===== config.mk =====
export PLATFORM = sky130hd
export DESIGN_NAME = lsu_mem_unit
export DESIGN_NICKNAME = d
export VERILOG_FILES = /design/src/rtl/lsu_mem_unit.sv
export SDC_FILE = /design/constraint.sdc
export NUM_CORES = 1
export LEC_CHECK = 0
export BUFFER_PORTS_ARGS = -buffer_cell sky130_fd_sc_hd__buf_2
export CAP_MARGIN = 20
export CORE_AREA = 2 2 159 161
export CTS_BUF_LIST = sky130_fd_sc_hd__clkbuf_8
export DETAILED_ROUTE_END_ITERATION = 7
export DIE_AREA = 0 0 161 163
export PLACE_DENSITY = 0.78
export SETUP_SLACK_MARGIN = 0.5
export SYNTH_ARGS = -nofsm -noshare
export SYNTH_HDL_FRONTEND = slang
export SYNTH_SLANG_ARGS = --single-unit

===== constraint.sdc =====
create_clock -name clk -period 6.5 [get_ports clk]
set_input_delay 1.95 -clock clk [delete_from_list [all_inputs] [get_ports clk]]
set_output_delay 1.95 -clock clk [all_outputs]
set_load 0.1 [all_outputs]

===== src/rtl/lsu_mem_unit.sv =====
// Multi-cycle load/store unit: one access in flight; B/H/W/D loads and stores on a valid/ready memory port.
// Latency: resp_valid 2 cycles after acceptance (1 on error paths); held until resp_ready, stalls via mem_ready/mem_rvalid.
module lsu_mem_unit #(
    parameter int XLEN    = 64,
    parameter int ADDR_W  = 64,
    parameter int TIMEOUT = 256
) (
    input  logic                clk,
    input  logic                rst,
    input  logic                req_valid,
    output logic                req_ready,
    input  logic                req_we,
    input  logic [2:0]          req_funct3,
    input  logic [ADDR_W-1:0]   req_addr,
    input  logic [XLEN-1:0]     req_wdata,
    output logic                resp_valid,
    input  logic                resp_ready,
    output logic [XLEN-1:0]     resp_rdata,
    output logic [1:0]          resp_err,
    output logic                mem_valid,
    input  logic                mem_ready,
    output logic                mem_we,
    output logic [ADDR_W-1:0]   mem_addr,
    output logic [XLEN-1:0]     mem_wdata,
    output logic [XLEN/8-1:0]   mem_wmask,
    input  logic                mem_rvalid,
    input  logic [XLEN-1:0]     mem_rdata
);

    localparam int NB   = XLEN / 8;
    localparam int OFFW = $clog2(NB);
    localparam int TW   = (TIMEOUT > 1) ? $clog2(TIMEOUT) : 1;

    typedef enum logic [1:0] {S_IDLE, S_REQ, S_WAIT, S_RESP} state_t;

    state_t              r_state;
    state_t              w_nxt_state;
    logic                r_drop;
    logic [TW-1:0]       r_timer;
    logic                r_we;
    logic [2:0]          r_funct3;
    logic [ADDR_W-1:0]   r_addr;
    logic [XLEN-1:0]     r_wdata;
    logic [XLEN-1:0]     r_resp_rdata;
    logic [1:0]          r_resp_err;

    logic                w_accept;
    logic                w_req_illegal;
    logic                w_req_misal;
    logic                w_timeout;
    logic                w_set_resp;
    logic                w_set_drop;
    logic                w_clr_timer;
    logic [1:0]          w_nxt_err;
    logic [XLEN-1:0]     w_nxt_rdata;
    logic [OFFW-1:0]     w_off;
    logic [OFFW+2:0]     w_shamt;
    logic [XLEN-1:0]     w_sh;
    logic [XLEN-1:0]     w_keep;
    logic                w_sb;
    logic [XLEN-1:0]     w_ld_data;
    logic [NB-1:0]       w_bmask;

    assign req_ready = (r_state == S_IDLE) && !r_drop && !rst;
    assign w_accept  = req_valid && req_ready;
    assign w_timeout = (TIMEOUT != 0) && (r_timer >= TW'(TIMEOUT - 1));

    assign w_off   = r_addr[OFFW-1:0];
    assign w_shamt = {w_off, 3'b000};

    assign mem_valid  = (r_state == S_REQ);
    assign mem_we     = r_we;
    assign mem_addr   = {r_addr[ADDR_W-1:OFFW], {OFFW{1'b0}}};
    assign mem_wdata  = r_wdata << w_shamt;
    assign mem_wmask  = r_we ? (w_bmask << w_off) : {NB{1'b1}};
    assign resp_valid = (r_state == S_RESP);
    assign resp_rdata = r_resp_rdata;
    assign resp_err   = r_resp_err;

    // Request legality is judged on the live inputs so errors go straight to RESP.
    always_comb begin
        w_req_illegal = (req_we && req_funct3[2])
                     || ((XLEN == 32) && (req_funct3[1:0] == 2'd3))
                     || ((XLEN == 32) && !req_we && (req_funct3 == 3'b110));
        case (req_funct3[1:0])
            2'd1:    w_req_misal = req_addr[0];
            2'd2:    w_req_misal = |req_addr[1:0];
            2'd3:    w_req_misal = |req_addr[2:0];
            default: w_req_misal = 1'b0;
        endcase
    end

    always_comb begin
        w_sh = mem_rdata >> w_shamt;
        for (int i = 0; i < XLEN; i++) begin
            w_keep[i] = (i < (8 << r_funct3[1:0]));
        end
        for (int i = 0; i < NB; i++) begin
            w_bmask[i] = (i < (1 << r_funct3[1:0]));
        end
        case (r_funct3[1:0])
            2'd0:    w_sb = w_sh[7];
            2'd1:    w_sb = w_sh[15];
            2'd2:    w_sb = w_sh[31];
            default: w_sb = w_sh[XLEN-1];
        endcase
        w_ld_data = (w_sh & w_keep) | (~w_keep & {XLEN{w_sb & ~r_funct3[2]}});
    end

    always_comb begin
        w_nxt_state = r_state;
        w_set_resp  = 1'b0;
        w_set_drop  = 1'b0;
        w_clr_timer = 1'b0;
        w_nxt_err   = 2'd0;
        w_nxt_rdata = '0;
        case (r_state)
            S_IDLE: begin
                if (w_accept) begin
                    if (w_req_illegal) begin
                        w_nxt_state = S_RESP;
                        w_set_resp  = 1'b1;
                        w_nxt_err   = 2'd3;
                    end else if (w_req_misal) begin
                        w_nxt_state = S_RESP;
                        w_set_resp  = 1'b1;
                        w_nxt_err   = 2'd1;
                    end else begin
                        w_nxt_state = S_REQ;
                        w_clr_timer = 1'b1;
                    end
                end
            end
            S_REQ: begin
                if (mem_ready) begin
                    if (mem_rvalid) begin
                        w_nxt_state = S_RESP;
                        w_set_resp  = 1'b1;
                        w_nxt_rdata = r_we ? '0 : w_ld_data;
                    end else begin
                        w_nxt_state = S_WAIT;
                    end
                end else if (w_timeout) begin
                    w_nxt_state = S_RESP;
                    w_set_resp  = 1'b1;
                    w_nxt_err   = 2'd2;
                end
            end
            S_WAIT: begin
                if (mem_rvalid) begin
                    w_nxt_state = S_RESP;
                    w_set_resp  = 1'b1;
                    w_nxt_rdata = r_we ? '0 : w_ld_data;
                end else if (w_timeout) begin
                    // Memory still owes us a beat; swallow it later.
                    w_nxt_state = S_RESP;
                    w_set_resp  = 1'b1;
                    w_set_drop  = 1'b1;
                    w_nxt_err   = 2'd2;
                end
            end
            S_RESP: begin
                if (resp_ready) begin
                    w_nxt_state = S_IDLE;
                end
            end
            default: w_nxt_state = S_IDLE;
        endcase
    end

    always_ff @(posedge clk) begin
        if (rst) begin
            r_state      <= S_IDLE;
            r_drop       <= 1'b0;
            r_timer      <= '0;
            r_we         <= 1'b0;
            r_funct3     <= 3'd0;
            r_addr       <= '0;
            r_wdata      <= '0;
            r_resp_rdata <= '0;
            r_resp_err   <= 2'd0;
        end else begin
            r_state <= w_nxt_state;
            if (w_accept) begin
                r_we     <= req_we;
                r_funct3 <= req_funct3;
                r_addr   <= req_addr;
                r_wdata  <= req_wdata;
            end
            if (w_clr_timer) begin
                r_timer <= '0;
            end else if ((r_state == S_REQ || r_state == S_WAIT) && !w_timeout) begin
                r_timer <= r_timer + TW'(1);
            end
            if (w_set_drop) begin
                r_drop <= 1'b1;
            end else if (r_drop && mem_rvalid) begin
                r_drop <= 1'b0;
            end
            if (w_set_resp) begin
                r_resp_rdata <= w_nxt_rdata;
                r_resp_err   <= w_nxt_err;
            end else if (r_state == S_RESP && resp_ready) begin
                r_resp_rdata <= '0;
                r_resp_err   <= 2'd0;
            end
        end
    end

endmodule


## Word-level counts from Yosys, hierarchy flattened

Cells that the tools add are included.

- Output and inout port bits: 206
- Register bits after elaboration: 209
- Bits of input ports: 202

- Shifts and indexed selects: 5
- Bitwise operators: 6
- Eq/ne operators: 10
- Reduce and logical (&&, ||, !) cells: 19
- Mux-type cells: 43
- Order comparisons: 73
- $add $sub $neg: 1

Operators by type and width:

| kind | count |
|---|---|
| $lt 7x32->1 const A | 32 |
| $lt 6x32->1 const A | 16 |
| $mux 64 | 5 |
| $lt 4x32->1 const A | 8 |
| $lt 5x32->1 const A | 8 |
| $and 64x64->64 | 2 |
| $lt 3x32->1 const A | 4 |
| $pmux 64 s2 | 1 |
| $lt 1x32->1 const A | 2 |
| $lt 2x32->1 const A | 2 |
| $not 64->64 | 1 |
| $or 64x64->64 | 1 |
| $shl 64x6->64 | 1 |
| $shr 64x6->64 | 1 |
| $shl 1x2->32 const A | 1 |
| $shl 4x2->32 const A | 1 |
| $mux 2 | 14 |
| $mux 1 | 17 |
| $eq 2x2->1 const B | 5 |
| $pmux 1 s3 | 3 |
| $add 8x1->8 const B | 1 |
| $ge 8x8->1 const B | 1 |
| $mux 8 | 1 |
| $pmux 2 s4 | 1 |
| other kinds (15) | 28 |

## Longest topological paths before layout

- Word-level depth: 10
- Mapped depth: 10
- Mapped depth without buffers: 7

## Worst setup path after synthesis

Ideal clock, no wire load.

- Kind: register to output
- From: register r_addr[1]
- To: output mem_wmask[6]
- Arrival: 3.687 ns
- Stages on the path, launching flop included: 8
- Required time: 4.550 ns
- Setup slack: 0.863 ns
- Cells stage by stage: dfxtp_1 buf_4 buf_2 buf_4 buf_2 nand2_1 and3_1 o31ai_1

- Cells in the longest elaborated chain, start to end: 2

RTL lines:

| item | RTL line | source |
|---|---|---|
| start, declared | 42 | `logic [ADDR_W-1:0] r_addr;` |
| start signal, assigned | 187 | `r_addr <= req_addr;` |
| $shl 8x3->8 | 75 | `assign mem_wmask = r_we ? (w_bmask << w_off) : {NB{1'b1}};` |
| $mux 8 | 75 |  |
| end, declared | 25 | `output logic [XLEN/8-1:0] mem_wmask,` |

Every way passes these cells.

## Final worst setup path

- From: register r_addr[0]
- To: output mem_wdata[38]

- Cells in the longest elaborated chain, start to end: 1

RTL lines:

| item | RTL line | source |
|---|---|---|
| $shl 64x6->64 | 74 | `assign mem_wdata = r_wdata << w_shamt;` |
| end, declared | 24 | `output logic [XLEN-1:0] mem_wdata,` |

Every way passes these cells.

==> results.json <==
{
  "dpl_worst_slack_ps": 1610,
  "synthCells": 1440,
  "ys.flop_type": "dfxtp_1",
  "clock_sinks": 209,
  "tightest_slew_ps": 1040,
  "ys_seq_area_share_pct": 35.2,
  "clockBufferDepth": 3,
  "crit_type": "register to primary output",
  "cp.required_ps": 4550,
  "rr_worst_depth": 7,
  "switching_share_pct": 48.7,
  "rows": 58,
  "dieArea_sq_mm": 0.0262,
  "cts_resized": 0,
  "synth.avg_cell_area_sq_um": 8.26,
  "p_per_area_mw_per_mm2": 359,
  "drv_cap": 0,
  "ys_ff_latch": 209,
  "layout.nets": 1920,
  "port_buffers": 404,
  "drcViolationCount": 0,
  "min_period_ps": 5110,
  "p_int_uw": 2620,
  "whs_endpoint": "r_addr[54]",
  "holdPathStages": 2,
  "synthDistinctLibCells": 61,
  "initial_core_util_pct": 48.2,
  "leakage_uw": 0.00601,
  "tns_ps": 0,
  "max_freq_ghz": 0.196,
  "p_comb_share_pct": 44.6,
  "worstReg2RegEnd": "resp_rdata[46]",
  "period_share_pct": 78.6,
  "final_common_cell": "buf_2",
  "hold_start": "r_addr[54]",
  "slowest_stage": "nor2b_1",
  "htree_levels": 2,
  "clk-insertion-delay-late_ps": 540,
  "critical_path.cell_chain": "buf_12 > nor2b_1 > a21oi_1 > o22ai_1 > buf_2",
  "async_flop_share_pct": 0,
  "cp_data_arrival_time_ps": 3160,
  "antenna_found_initial": 3,
  "regArea_sq_mm": 0.00420,
  "dp_hpwl_um": 29000,
  "grt_max_degree": 180,
  "vias_per_cell": 5.70,
  "area_growth_pct": 20.0,
  "yosys_warnings": 0,
  "seqPwrFrac_pct": 30.0,
  "drive_gt1_share_pct": 33.5,
  "grtUsageTotal_pct": 29.1,
  "grt_overflow": 0,
  "outcome": "finished clean",
  "die_x_um": 161,
  "cts_root_buf": "clkbuf_8",
  "cp-startpoint": "r_addr[0]",
  "min_path_type": "register to register",
  "syn_area_sq_mm": 0.0119,
  "switchingPower_uw": 2490,
  "post_cts_buffers": 0,
  "fillers": 2293,
  "hold_viol_final": 0,
  "cp_max_fo": 179,
  "final-max-slew-violation-count": 0,
  "timing.rr.start": "r_addr[1]",
  "core_sq_mm": 0.0247,
  "cpPeakStageDelay_ps": 770,
  "grt_pass1_vias": 10900,
  "antenna_left": 0,
  "route.vias.total": 11800,
  "ir_worst_vdd_v": 0.000323,
  "holdBufCountCts": 0,
  "multiInputGateArea_sq_mm": 0.00663,
  "cts_buffers": 38,
  "fin_worst_skew_ps": 18.2,
  "first_pass_iters": 6,
  "wl_um": 40400,
  "drtIter0Drc": 1191,
  "ios": 408,
  "setup_slack_ps": 1390,
  "rsz0062_at_grt": "no",
  "die_h_um": 163,
  "finalSetupViolCount": 0,
  "end_kind": "primary output",
  "worst-r2r-setup-slack_ps": 3160,
  "gp_congestion": 0.941,
  "clockPowerShare_pct": 25.4,
  "start_kind": "register",
  "clk_pin_slew_ps": 60,
  "wire_per_inst_um": 19.5,
  "slew_headroom_pct": 30.5,
  "cts_tree": "done",
  "synth-edff-count": 0,
  "most-common-layout-cells": "403 x buf_2, 316 x nand2_1, 206 x dfxtp_1",
  "grt_first_pass_wirelength_um": 60500
}
## logic make-up after synthesis
group / count (synthesis) / share of synthesized area [%]
compound gates: 411 / 23.7
xor+xnor: 6 / 0.442
flops: 209 / 35.2
other cells: 1 / 0.0315
fa+ha+maj: 5 / 0.526
simple gates: 454 / 15.9
mux: 156 / 14.9
buf+inv: 198 / 9.38
## area by class of cell
class	count	area share [%]
repair buffers	419	15.4
well taps	330	2.90
multi-input cells	1035	46.5
clock buffers	45	4.34
flip-flops and latches	209	29.4
clock inverters	22	1.19
diodes	1	0.0175
inverters	10	0.263
## power by group through the flow
stage | clock, uW | sequential [uW] | combinational [uW]
detailed placement | 0 | 1560 | 2260
CTS | 1320 | 1530 | 2270
floorplan | 0 | 1710 | 1720
global placement | 0 | 1560 | 2240
finish | 1300 | 1540 | 2280
global route | 1380 | 1550 | 2390
## cells in the mapped netlist (3+ instances only)
cell,count,share of area (%)
a211o_1,6,0.44
a211oi_1,16,1.0
a21o_1,4,0.25
a21oi_1,198,8.3
a221o_1,23,1.9
a221oi_1,10,0.74
a22oi_1,7,0.44
and2_1,7,0.37
and3_1,11,0.58
buf_1,9,0.28
buf_2,27,1.1
buf_4,72,4.5
buf_6,6,0.57
clkbuf_1,70,2.2
dfxtp_1,209,35
dlygate4sd3_1,3,0.25
ha_1,5,0.53
inv_1,8,0.25
mux2_2,47,4.5
mux2i_1,98,8.3
mux4_2,8,1.5
nand2_1,316,10
nand2b_1,5,0.26
nand3_1,16,0.67
nor2_1,68,2.1
nor2b_1,11,0.58
nor3_1,7,0.29
o211ai_1,7,0.44
o21ai_0,50,2.1
o221ai_1,8,0.59
o22ai_1,24,1.3
o2bb2ai_1,12,0.88
o2bb2ai_2,30,3.8
or2_2,4,0.21
xnor2_1,4,0.29
## per-stage QoR
stage	instances	hold WS, ps	instance area, sq um	utilization, %	power, uW
CTS	2068	452	14200	57.6	5120
finish	2071	451	14300	57.8	5120
global route	2071	466	14300	57.8	5320
global placement	2001	438	13400	54.4	3790
detailed placement	2001	443	13400	54.4	3820
floorplan	1442	434	11900	-	3430
## registers in the layout (all words and copies together), names as in the netlist
| name | cells |
|---|---|
| r_funct3 | 3 |
| resp_err | 2 |
| r_drop | 1 |
| r_timer | 8 |
| r_addr | 64 |
| r_wdata | 64 |
| r_state | 2 |
| mem_we | 1 |
| resp_rdata | 64 |
## critical path, delay by kind of cell (launching register included)
kind | cells | cell delay, ps
AOI/OAI and AO/OA | 2 | 380
and+or+nand+nor | 1 | 770
DFF | 1 | 350
buffers and inverters | 2 | 1030
## layer usage
| metal | share of wire (%) | track usage (%) | up-vias |
|---|---|---|---|
| met2 | 49 | 50.1 | 626 |
| li1 | - | - | 5568 |
| met3 | 8.1 | 6.11 | 105 |
| met4 | 3.9 | 12.6 | 4 |
| met1 | 39 | 35.2 | 5494 |
| met5 | 0.059 | 0 | - |
## how the worst max path moves through the flow
stage	end	slack, ps
floorplan	mem_wmask[6]	860
global placement	req_ready	1620
detailed placement	req_ready	1610
CTS	mem_wdata[38]	1440
global route	mem_wdata[33]	1210
finish	mem_wdata[38]	1390
No activity file was read; power rests on OpenSTA's default activity.
